## src/rtl/regfile_scan_reader.sv

```systemverilog
// regfile_scan_reader
// Walks REG_FILE read addresses FIRST_ADDR..LAST_ADDR after a start pulse.
// Each word is captured and presented with its address on a valid/ready stream.
// A one-cycle done pulse follows acceptance of the last word.
// Optional feature macro: REGFILE_SCAN_SUM_EN adds a running `sum` output.
// It accumulates the accepted words modulo 2^DATA_W.
module regfile_scan_reader #(
    parameter int ADDR_W     = 6,
    parameter int DATA_W     = 32,
    parameter int FIRST_ADDR = 0,
    parameter int LAST_ADDR  = 63
) (
    input  logic              clk,
    input  logic              rst_n,
    input  logic              start,
    output logic [ADDR_W-1:0] rd_addr,
    input  logic [DATA_W-1:0] rd_data,
    output logic              out_valid,
    input  logic              out_ready,
    output logic [DATA_W-1:0] out_data,
    output logic [ADDR_W-1:0] out_addr,
    output logic              busy,
    output logic              done
`ifdef REGFILE_SCAN_SUM_EN
    ,
    output logic [DATA_W-1:0] sum
`endif
);

    typedef enum logic [1:0] {
        IDLE    = 2'd0,
        FETCH   = 2'd1,
        PRESENT = 2'd2,
        DONE    = 2'd3
    } state_t;

    localparam logic [ADDR_W-1:0] FIRST_A = ADDR_W'(FIRST_ADDR);
    localparam logic [ADDR_W-1:0] LAST_A  = ADDR_W'(LAST_ADDR);

    state_t            state;
    state_t            state_nx;
    logic [ADDR_W-1:0] addr;
    logic              hs;

    assign hs = out_valid & out_ready;

    // State register; reset is synchronous, so it only acts at a clock edge.
    always_ff @(posedge clk) begin
        // NOTE: sequential state uses non-blocking (<=) so every register
        // samples pre-edge values, independent of statement order.
        if (!rst_n) state <= IDLE;
        else        state <= state_nx;
    end

    // Next-state decode plus the Moore outputs busy, done and rd_addr.
    always_comb begin
        // NOTE: every output gets a default before the case, so no path
        // leaves a variable unassigned and no latch is inferred.
        state_nx = state;
        busy     = 1'b1;
        done     = 1'b0;
        rd_addr  = FIRST_A;
        unique case (state)
            IDLE: begin
                busy = 1'b0;
                if (start) state_nx = FETCH;
            end
            FETCH: begin
                rd_addr  = addr;
                state_nx = PRESENT;
            end
            PRESENT: begin
                // rd_addr holds the word's address while the sink stalls.
                rd_addr = addr;
                if (hs) state_nx = (addr == LAST_A) ? DONE : FETCH;
            end
            DONE: begin
                done     = 1'b1;
                state_nx = IDLE;
            end
            default: state_nx = IDLE;
        endcase
    end

    // Scan address and output word: capture in FETCH, hold through PRESENT.
    always_ff @(posedge clk) begin
        if (!rst_n) begin
            addr      <= FIRST_A;
            out_valid <= 1'b0;
            out_data  <= '0;
            out_addr  <= '0;
        end else begin
            unique case (state)
                IDLE: begin
                    if (start) addr <= FIRST_A;
                end
                FETCH: begin
                    // No forwarding: whatever rd_data shows now is the word.
                    out_data  <= rd_data;
                    out_addr  <= addr;
                    out_valid <= 1'b1;
                end
                PRESENT: begin
                    if (hs) begin
                        out_valid <= 1'b0;
                        // The final address is never incremented, so addr
                        // cannot wrap past LAST_ADDR.
                        if (addr != LAST_A) addr <= addr + 1'b1;
                    end
                end
                default: ;
            endcase
        end
    end

`ifdef REGFILE_SCAN_SUM_EN
    // Running sum of accepted words; cleared on an accepted start.
    always_ff @(posedge clk) begin
        if (!rst_n)                          sum <= '0;
        else if ((state == IDLE) && start)   sum <= '0;
        else if ((state == PRESENT) && hs)   sum <= sum + out_data;
    end
`endif

endmodule
```

## config.mk

```make
export PLATFORM = sky130hd
export DESIGN_NAME = regfile_scan_reader
export DESIGN_NICKNAME = d
export VERILOG_FILES = /design/src/rtl/regfile_scan_reader.sv
export SDC_FILE = /design/constraint.sdc
export NUM_CORES = 1
export LEC_CHECK = 0
export CAP_MARGIN = 15
export CORE_ASPECT_RATIO = 1.75
export CORE_MARGIN = 1.5
export CORE_UTILIZATION = 43
export CTS_BUF_LIST = sky130_fd_sc_hd__clkbuf_4
export CTS_CLUSTER_DIAMETER = 80
export DETAILED_ROUTE_END_ITERATION = 10
export GPL_TIMING_DRIVEN = 0
export PLACE_DENSITY = 0.91
export REMOVE_ABC_BUFFERS = 1
export SLEW_MARGIN = 30
export SYNTH_ARGS = -nofsm -noshare
export SYNTH_HDL_FRONTEND = slang
export SYNTH_SLANG_ARGS = --single-unit
```

## constraint.sdc

```tcl
create_clock -name clk -period 2.4 [get_ports clk]
set_input_delay 0.24 -clock clk [delete_from_list [all_inputs] [get_ports clk]]
set_output_delay 0.24 -clock clk [all_outputs]
set_load 0.03 [all_outputs]
```

==> summary.txt <==
CTS
  • Clock buffer count from CTS: 5
  • CTS Hold Bufs: 0
  • Clock sink count: between 40 and 50
  • CTS tree: done
  • Htree depth: 2
  • Clock slew at reported path FFs: around 0.14 ns
  • # resized after CTS: 1
  • Clk buf depth: 2
  • CTS root buf: clkbuf_4
  • Clk Latency, worst-skew pair: 0.36 ns
  • Post CTS Setup Buffer Count: 0

Placement
  • Post-DP HPWL: between 3 and 4 mm
  • Post-DP Area: 0.002764 mm^2
  • Inst Count DP: 312
  • IO buf count: 82
  • Final Wtd Congestion: about 0.75

STA
  • Final number of setup-violating endpoints: 0
  • Actual slew at the worst max-slew pin: 0.5612 ns
  • Max_slew headroom: 62.54%
  • Slew Viols, Final: 0
  • RSZ-0062 raised after global routing: no
  • Final hold violation count: 0
  • WHS: roughly 0.48 ns
  • Final min period: 2.163 ns
  • Fin crit share: 90.12%
  • Fmax: 0.4624 GHz
  • Clk_skew: between 0.01 and 0.015 ns

Outcome
  • Status: finished, final reports clean

Yosys
  • Total number of yosys warnings: 0
  • Cell area after synthesis: between 0.0015 and 0.002 mm^2
  • Count of cell types in the netlist: 32
  • #FFs+latches synth: 47
  • Main synth FF type: dfxtp_1
  • Seq/Total Area, Yosys: between 40% and 50%
  • Mapped Cells: 191
  • Syn_area_per_cell: 9.911 um^2
  • Area leader, netlist: dfxtp_1
  • Post-synth EDFFs: 0
  • Ys async rst share: 0%
  • Top cells by area, synth: dfxtp_1 (50%), mux2i_1 (20%), nor2_1 (7.9%)
  • Top cell type's share of synthesized area: around half

Die
  • Core ar.: approximately 0.0042 mm^2
  • Die area: 0.004825 mm^2
  • I/O pin cnt: 83
  • Die width: 53.16 um
  • Num rows: 31
  • Initial Util: roughly 45%
  • Die height: 90.78 um

Pwr
  • P_leak: roughly 0.0012 uW
  • PD cells: ~1100 mW/mm^2
  • Switching Power: 1152 uW
  • Switching Share: 37.15%
  • Maximum vdd drop: 0.8599 mV
  • Clock Power Share: 18.8%
  • Seq pwr share: 33.6%
  • Power Internal: 1948 uW
  • Combinational share of power: 47.6%
  • Power, Total: 3100 uW

Global route
  • Initial antenna violation count: 0
  • Tot GR Track Use: between 10% and 20%
  • Global route overflow: 0
  • First-pass GRT wire length: 6.755 mm
  • Largest net degree at the start of global routing: between 40 and 50
  • Number of global-route vias before repair: 1,557

Detailed routing
  • Pre-Repair DR Iteration Count: 4
  • DRT Wirelength: 4.326 mm
  • 1st-iter DRT viols: 31
  • Post-DR wirelength/cell: 13.52 um
  • ANT nets after route: 0
  • DRC: 0
  • DR vias: 1,583
  • Vias per cell: 4.947

Critical path
  • CP max stage delay: 0.69 ns
  • CP Cell Sequence: inv_1 -> ha_1 -> inv_1 -> clkdlybuf4s50_1
  • Worst-path maximum fanout: 4
  • Crit start category: flop
  • Crit. End Element: output port
  • WP data arrival: 1.92 ns
  • Slowest cell on crit path: clkdlybuf4s50_1
  • Setup CP Type: reg -> out
  • CP Data Required Time: 2.16 ns
  • Top cell by count, worst path: inv_1

Final layout
  • Layout Utilization: 68.76%
  • Fin cells: 320
  • Post-route cell area: 0.002880 mm^2
  • Area Growth Syn to Fin: 52.15%
  • Fill cell count: 316
  • Fin nets: 312
  • Diode count: 0
  • Layout cells sized above 1: 5.166%

Worst hold path
  • Min-Delay Path Class: in -> reg

Run
  • Max-Cap Viols: 0
==> final timing paths <==
check	startpoint	depth (start not counted)	to	slack, ns
setup / recovery	state[0]	4	busy	0.24
hold / removal	rd_data[25]	3	out_data[25]	0.48
setup reg to reg	state[0]	6	addr[5]	0.30
hold reg to reg	out_addr[4]	2	out_addr[4]	0.51
==> critical path: cells and delay by family (launching register included) <==
family,cells,cell delay [ns]
buffers and inverters,3,0.90
flip-flops,1,0.44
adder cells (fa/ha/maj),1,0.22
==> cells in the final DEF, fill, tap and decap left out, drive strengths merged, types with 5 or more instances in the layout <==
| master | synthesis | layout |
|---|---|---|
| and2 | 6 | 6 |
| clkbuf | 8 | 6 |
| clkdlybuf4s50 | 0 | 76 |
| dfxtp | 47 | 47 |
| dlymetal6s2s | 0 | 5 |
| ha | 6 | 6 |
| mux2i | 38 | 38 |
| nand2 | 7 | 7 |
| nand3 | 5 | 5 |
| nor2 | 40 | 40 |
==> per-layer routing <==
| layer | global-route usage, % | wire length (um) | up-vias |
|---|---|---|---|
| met2 | 33.65 | 2284 | 45 |
| met1 | 19.42 | 1760 | 723 |
| met3 | 3.146 | 176 | 7 |
| li1 | - | - | 808 |
| met4 | 8.974 | 104 | 0 |
| met5 | 0 | 0 | - |
==> per-stage QoR <==
| step | TNS [ns] | worst slack [ns] |
|---|---|---|
| after floorplan | 0 | 0.1566 |
| after global placement | -11.75 | -0.2855 |
| after detailed placement | 0 | 0.3069 |
| after CTS | 0 | 0.001539 |
| after global routing | 0 | 0.1201 |
| final | 0 | 0.2371 |
==> synth_stat cells (2+ instances only) <==
| master | n |
|---|---|
| and2_1 | 6 |
| nor2_1 | 40 |
| inv_1 | 3 |
| dfxtp_1 | 47 |
| nand3_1 | 5 |
| a32o_1 | 2 |
| nand2_1 | 7 |
| mux2i_1 | 38 |
| nor3_1 | 3 |
| buf_2 | 3 |
| ha_1 | 6 |
| clkbuf_1 | 8 |
| o21ai_0 | 4 |
==> kinds of logic after synthesis <==
| kind of cell | synth area share (%) |
|---|---|
| adder cells (fa/ha/maj) | 3.966 |
| AO/OA/AOI/OAI | 7.866 |
| multiplexers | 20.09 |
| AND/OR/NAND/NOR | 15.00 |
| buffers and inverters | 3.370 |
| flip-flops | 49.70 |
==> power by group through the flow <==
stage | Sequential, uW | Combinational (uW) | Clock [uW]
5_1_grt | 1060 | 1590 | 633
6_report | 1040 | 1480 | 583
4_1_cts | 1040 | 1490 | 599
3_3_place_gp | 1050 | 1460 | 0
3_5_place_dp | 1060 | 1490 | 0
2_1_floorplan | 1340 | 670 | 0
==> state kept, by name, indices dropped and copies added, names as in the netlist <==
name	count
out_addr	6
addr	6
out_data	32
out_valid	1
state	2
==> cell type report <==
type                    count  area (um^2)  area share, %
flip-flops and latches     47        940.9          32.67
multi-input cells         128        900.9          31.28
repair buffers             83        852.1          29.58
well taps                  49        61.31          2.129
clock inverters             2        60.06          2.085
clock buffers               6        45.04          1.564
inverters                   5        20.02         0.6950
No activity file was read; power rests on OpenSTA's default activity.
